**config.mk**
```make
export PLATFORM = sky130hd
export DESIGN_NAME = wb_shared_bus
export DESIGN_NICKNAME = d
export VERILOG_FILES = /design/src/rtl/wb_shared_bus.sv
export SDC_FILE = /design/constraint.sdc
export NUM_CORES = 1
export LEC_CHECK = 0
export CAP_MARGIN = 0
export CORE_AREA = 2 2 212 214
export CTS_CLUSTER_DIAMETER = 80
export DETAILED_ROUTE_END_ITERATION = 8
export DIE_AREA = 0 0 214 216
export SYNTH_ARGS = -nofsm -noshare
export SYNTH_HDL_FRONTEND = slang
export SYNTH_SLANG_ARGS = --single-unit
```
**constraint.sdc**
```tcl
create_clock -name clk -period 3 [get_ports clk]
set_input_delay 0.75 -clock clk [delete_from_list [all_inputs] [get_ports clk]]
set_output_delay 0.75 -clock clk [all_outputs]
set_load 0.005 [all_outputs]
```
**src/rtl/wb_shared_bus.sv**
```systemverilog
// Wishbone shared-bus interconnect: N masters, M address-decoded slaves, round-robin arbitration.
// Optional stalled-slave watchdog is built when WB_SHARED_BUS_TIMEOUT_EN is defined.
module wb_shared_bus #(
  parameter int unsigned N_MASTERS = 2,
  parameter int unsigned N_SLAVES  = 8,
  parameter int unsigned ADR_W     = 32,
  parameter int unsigned DAT_W     = 32,
  parameter logic [N_SLAVES*ADR_W-1:0] SLAVE_BASE = '0,
  parameter logic [N_SLAVES*ADR_W-1:0] SLAVE_MASK = '0,
  parameter int unsigned TIMEOUT   = 255
) (
  input  logic                           clk,
  input  logic                           rst_n,
  input  logic [N_MASTERS*ADR_W-1:0]     m_adr_i,
  input  logic [N_MASTERS*DAT_W-1:0]     m_dat_i,
  input  logic [N_MASTERS*DAT_W/8-1:0]   m_sel_i,
  input  logic [N_MASTERS-1:0]           m_we_i,
  input  logic [N_MASTERS-1:0]           m_cyc_i,
  input  logic [N_MASTERS-1:0]           m_stb_i,
  output logic [DAT_W-1:0]               m_dat_o,
  output logic [N_MASTERS-1:0]           m_ack_o,
  output logic [N_MASTERS-1:0]           m_err_o,
  output logic [N_MASTERS-1:0]           m_rty_o,
  output logic [ADR_W-1:0]               s_adr_o,
  output logic [DAT_W-1:0]               s_dat_o,
  output logic [DAT_W/8-1:0]             s_sel_o,
  output logic                           s_we_o,
  output logic [N_SLAVES-1:0]            s_cyc_o,
  output logic [N_SLAVES-1:0]            s_stb_o,
  input  logic [N_SLAVES*DAT_W-1:0]      s_dat_i,
  input  logic [N_SLAVES-1:0]            s_ack_i,
  input  logic [N_SLAVES-1:0]            s_err_i,
  input  logic [N_SLAVES-1:0]            s_rty_i
);

  localparam int unsigned MW    = (N_MASTERS > 1) ? $clog2(N_MASTERS) : 1;
  localparam int unsigned SW    = (N_SLAVES > 1) ? $clog2(N_SLAVES) : 1;
  localparam int unsigned SEL_W = DAT_W / 8;

  typedef enum logic {IDLE, OWNED} state_t;

  state_t                 state, state_nxt;
  logic [N_MASTERS-1:0]   grant, grant_nxt;
  logic [MW-1:0]          owner, last_owner, req_idx, cand_idx;
  logic                   req_found;
  int unsigned            cand;
  logic                   owned, cyc_own, stb_own;
  logic                   hit_any;
  logic [SW-1:0]          hit_idx;
  logic [N_SLAVES-1:0]    hit_vec;
  logic                   slv_ack, slv_err, slv_rty;
  logic                   err_pend, err_out, miss, miss_new, miss_done;
  logic [ADR_W-1:0]       miss_adr;
  logic                   tmo;

  always_comb begin
    owner = '0;
    for (int unsigned i = 0; i < N_MASTERS; i++)
      if (grant[i]) owner = MW'(i);
  end

  assign owned   = (state == OWNED);
  assign cyc_own = owned & m_cyc_i[owner];
  assign stb_own = owned & m_stb_i[owner];

  // Round-robin: scan upward starting just after the last master to release the bus.
  always_comb begin
    req_found = 1'b0;
    req_idx   = '0;
    cand      = 0;
    cand_idx  = '0;
    for (int unsigned i = 1; i <= N_MASTERS; i++) begin
      cand     = (32'(last_owner) + i) % N_MASTERS;
      cand_idx = MW'(cand);
      if (!req_found && m_cyc_i[cand_idx]) begin
        req_found = 1'b1;
        req_idx   = cand_idx;
      end
    end
  end

  always_ff @(posedge clk or negedge rst_n) begin
    if (!rst_n) state <= IDLE;
    else        state <= state_nxt;
  end

  always_comb begin
    state_nxt = state;
    grant_nxt = grant;
    case (state)
      IDLE: begin
        grant_nxt = '0;
        if (req_found) begin
          state_nxt          = OWNED;
          grant_nxt[req_idx] = 1'b1;
        end
      end
      OWNED: begin
        if (!m_cyc_i[owner]) begin
          state_nxt = IDLE;
          grant_nxt = '0;
        end
      end
      default: begin
        state_nxt = IDLE;
        grant_nxt = '0;
      end
    endcase
  end

  always_comb begin
    s_adr_o = '0;
    s_dat_o = '0;
    s_sel_o = '0;
    s_we_o  = 1'b0;
    if (owned) begin
      s_adr_o = m_adr_i[owner*ADR_W +: ADR_W];
      s_dat_o = m_dat_i[owner*DAT_W +: DAT_W];
      s_sel_o = m_sel_i[owner*SEL_W +: SEL_W];
      s_we_o  = m_we_i[owner];
    end
  end

  // Lowest-index matching slave wins when windows overlap.
  always_comb begin
    hit_any = 1'b0;
    hit_idx = '0;
    hit_vec = '0;
    for (int unsigned k = 0; k < N_SLAVES; k++) begin
      if (!hit_any && ((s_adr_o & SLAVE_MASK[k*ADR_W +: ADR_W]) ==
                       (SLAVE_BASE[k*ADR_W +: ADR_W] & SLAVE_MASK[k*ADR_W +: ADR_W]))) begin
        hit_any    = 1'b1;
        hit_idx    = SW'(k);
        hit_vec[k] = 1'b1;
      end
    end
  end

  assign err_out = err_pend & cyc_own;

  always_comb begin
    s_cyc_o = '0;
    s_stb_o = '0;
    m_dat_o = '0;
    m_ack_o = '0;
    m_err_o = '0;
    m_rty_o = '0;
    slv_ack = 1'b0;
    slv_err = 1'b0;
    slv_rty = 1'b0;
    if (cyc_own) begin
      s_cyc_o = hit_vec;
      if (stb_own && !tmo) s_stb_o = hit_vec;
      if (hit_any) begin
        slv_ack = s_ack_i[hit_idx];
        slv_err = s_err_i[hit_idx];
        slv_rty = s_rty_i[hit_idx];
        m_dat_o = s_dat_i[hit_idx*DAT_W +: DAT_W];
      end
    end
    if (slv_ack)                   m_ack_o = grant;
    if (slv_err || err_out || tmo) m_err_o = grant;
    if (slv_rty)                   m_rty_o = grant;
  end

  // A miss reports once; it re-arms when stb drops, the address hits, or a new address misses.
  assign miss     = cyc_own & stb_own & ~hit_any;
  assign miss_new = miss & ~(miss_done & (s_adr_o == miss_adr));

  always_ff @(posedge clk or negedge rst_n) begin
    if (!rst_n) begin
      grant      <= '0;
      last_owner <= MW'(N_MASTERS - 1);
      err_pend   <= 1'b0;
      miss_done  <= 1'b0;
      miss_adr   <= '0;
    end else begin
      grant    <= grant_nxt;
      err_pend <= miss_new;
      if (owned && !m_cyc_i[owner]) last_owner <= owner;
      if (!miss) begin
        miss_done <= 1'b0;
      end else if (miss_new) begin
        miss_done <= 1'b1;
        miss_adr  <= s_adr_o;
      end
    end
  end

`ifdef WB_SHARED_BUS_TIMEOUT_EN
  logic [15:0] tmo_cnt;
  logic        any_rsp;

  assign any_rsp = slv_ack | slv_err | slv_rty | err_out;
  assign tmo     = cyc_own & stb_own & (tmo_cnt == 16'(TIMEOUT));

  always_ff @(posedge clk or negedge rst_n) begin
    if (!rst_n)                                tmo_cnt <= '0;
    else if (!(cyc_own && stb_own) || any_rsp || tmo) tmo_cnt <= '0;
    else                                       tmo_cnt <= tmo_cnt + 16'd1;
  end
`else
  logic unused_timeout;
  assign tmo            = 1'b0;
  assign unused_timeout = |16'(TIMEOUT);
`endif

endmodule

```
==> flow_summary.yaml <==
clock_tree:
  path_clk_slew_ps: 30
  cts_num_sinks: 4
  htreeDepth: 1
  cts_root_buf: "clkbuf_16"
  insertion_delay_ps: 230
  cts_inserted_buffers: 3
  cts_tree: "built"
  clockBufferDepth: 2
  ctsHoldBuffers: 0
critical_path:
  cp_data_arrival_time_ps: 2150
  crit_path_end_kind: "output pin"
  cp_max_fo: 21
  path_class: "primary input to output pin"
  crit_path_start_kind: "primary input"
  cp.required_ps: 2250
  reg2reg_slack_ps: 1650
power:
  leakage_uw: 0.00187
  p_per_area_nw_per_um2: 245
  fin_total_pwr_uw: 1290
  ir_drop_mv: 0.152
synth:
  yosysWarnings: 0
  synthTopCellsByArea: "mux2i_1 (42%), nor2_1 (16%), and2_1 (13%)"
  ys_types: 19
  synthCells: 236
  ys_ff_latch: 4
  seq_area_frac_synth_pct: 6.13
  yosysTopAreaCellShare_pct: 42.4
  syn_area_um2: 1650
  syn_area_per_cell_um2: 7.01
  synth_area_leader_cell: "mux2i_1"
timing:
  period_share_pct: 96.7
  finalMaxSlewViolations: 0
  hold_viol_final: 0
  max_freq_mhz: 345
  fin_crit_ps: 2900
  whs_ps: 540
  final-setup-viol-count: 0
  fin_tns_setup_ps: 0
  clock_skew_ps: 2.96
  grt_setup_unrepaired: "no"
floorplan:
  ios: 547
  num_rows: 77
  fp.dieW_um: 214
  start_util_pct: 3.77
  core_area_um2: 43800
  die_area_um2: 46200
  die_h_um: 216
grt:
  overflow: 0
  grt_pass1_wl_um: 16100
  first_global_vias: 2780
  grt_antenna_before_repair: 0
  track_usage_pct: 4.63
  grt_max_degree: 38
cells_and_area:
  syn_to_final_growth_pct: 219
  drive_gt1_share_pct: 4.25
  fill_cells: 5050
  finalInstanceArea_um2: 5270
  fin_cells: 1111
  layout.nets: 943
route:
  num_vias: 2679
  dr.pass1.iters: 4
  postRouteAntennaNets: 0
  viasPerCell: 2.41
  totalWireLength_um: 11300
  drcViolationCount: 0
  dr.first_iter.drc_count: 60
  wl_per_cell_um: 10.2
outcome:
  status: "completed"
placed_design:
  gp_congestion: 0.885
  post_dp_cell_area_um2: 5180
  post-dp-hpwl_um: 10000
  dp.cells: 1105
  io_buffers: 287
job:
  cap_violations: 0
min_path:
  hp-class: "flop to flop"
## cell type report
type                            count  area [um2]  share of cell area (%)
Clock buffer                        4        78.8                    1.50
Multi-Input combinational cell    207        1340                    25.5
Antenna cell                        1        2.50                  0.0475
Tap cell                          592         741                    14.1
Timing Repair Buffer              299        2980                    56.6
Sequential cell                     4         105                    1.99
Inverter                            4        15.0                   0.285
## critical path, stage by stage
cell and delay, ps:
clkdlybuf4s15_1 250, mux2i_2 110, nor2_4 200, buf_12 160
and2_1 160, clkdlybuf4s50_1 520
## per-layer routing
layer / GRT usage, % / part of all wire [%] / vias up
met5: 0 / 0 / -
met1: 4.77 / 38 / 1183
li1: - / - / 1317
met2: 8.97 / 53 / 171
met3: 1.72 / 8.4 / 8
met4: 0.793 / 0.91 / 0
## logic make-up (layout without fill, tap and decap cells)
family                 count (synthesis)  in the layout  synth area share (%)
flip-flops                             4              4                  6.13
buffers and inverters                 38            307                  15.8
AO/OA/AOI/OAI                         10             10                  3.33
other                                  1             15                 0.227
multiplexers                          70             70                  42.4
AND/OR/NAND/NOR                      113            113                  32.1
## stage by stage
step	worst slack (ps)	util [%]
floorplan	920	-
global placement	-157	11.8
detailed placement	-157	11.8
CTS	42.1	12.0
global route	18.4	12.0
finish	97.8	12.0
## what timing repair did
item | CTS | global route
hold endpoints to repair | 0 | 0
setup buffers | 0 | 0
resized for setup | 5 | 1
setup endpoints to repair | 39 | 11
pin swaps | 1 | 1
gates cloned | 1 | 0
## power by group
group	switching, uW	internal [uW]	total, uW	leakage, uW
clock	42.0	176	218	0.0000382
combinational	349	633	982	0.00178
sequential	21.0	69.9	90.9	0.0000458
total	412	879	1290	0.00187
## Yosys cell counts
library cell / count
conb_1: 1
nor2_1: 70
nor3_1: 2
buf_6: 3
mux2i_1: 70
a21oi_1: 4
a221oi_1: 1
and3_1: 3
and2_1: 35
inv_2: 1
a31oi_1: 1
nand3_1: 2
dfstp_2: 1
inv_1: 3
buf_4: 23
dfrtp_1: 3
o21ai_0: 4
buf_2: 8
nor2_4: 1
## worst paths after layout
check | from | endpoint | depth (start not counted)
max in group asynchronous | rst_n | last_owner | 1
hold / removal | last_owner | last_owner | 2
setup / recovery | m_cyc_i[1] | m_dat_o[16] | 6
min in group asynchronous | rst_n | grant[0] | 1
hold reg to reg | last_owner | last_owner | 2
setup reg to reg | owned | grant[1] | 4
## registers in the layout, indices dropped and copies added (netlist names)
signal,flops
last_owner,1
grant,2
owned,1
## placed cells by master, fill, tap and decap left out, types with 3 or more instances in the layout
cell type / instances
a21oi_1: 4
and2_1: 35
and3_1: 3
buf_4: 9
clkbuf_16: 3
clkdlybuf4s50_1: 283
conb_1: 14
mux2i_1: 69
nor2_1: 70
o21ai_0: 4
(Power assumes the default switching activity.)
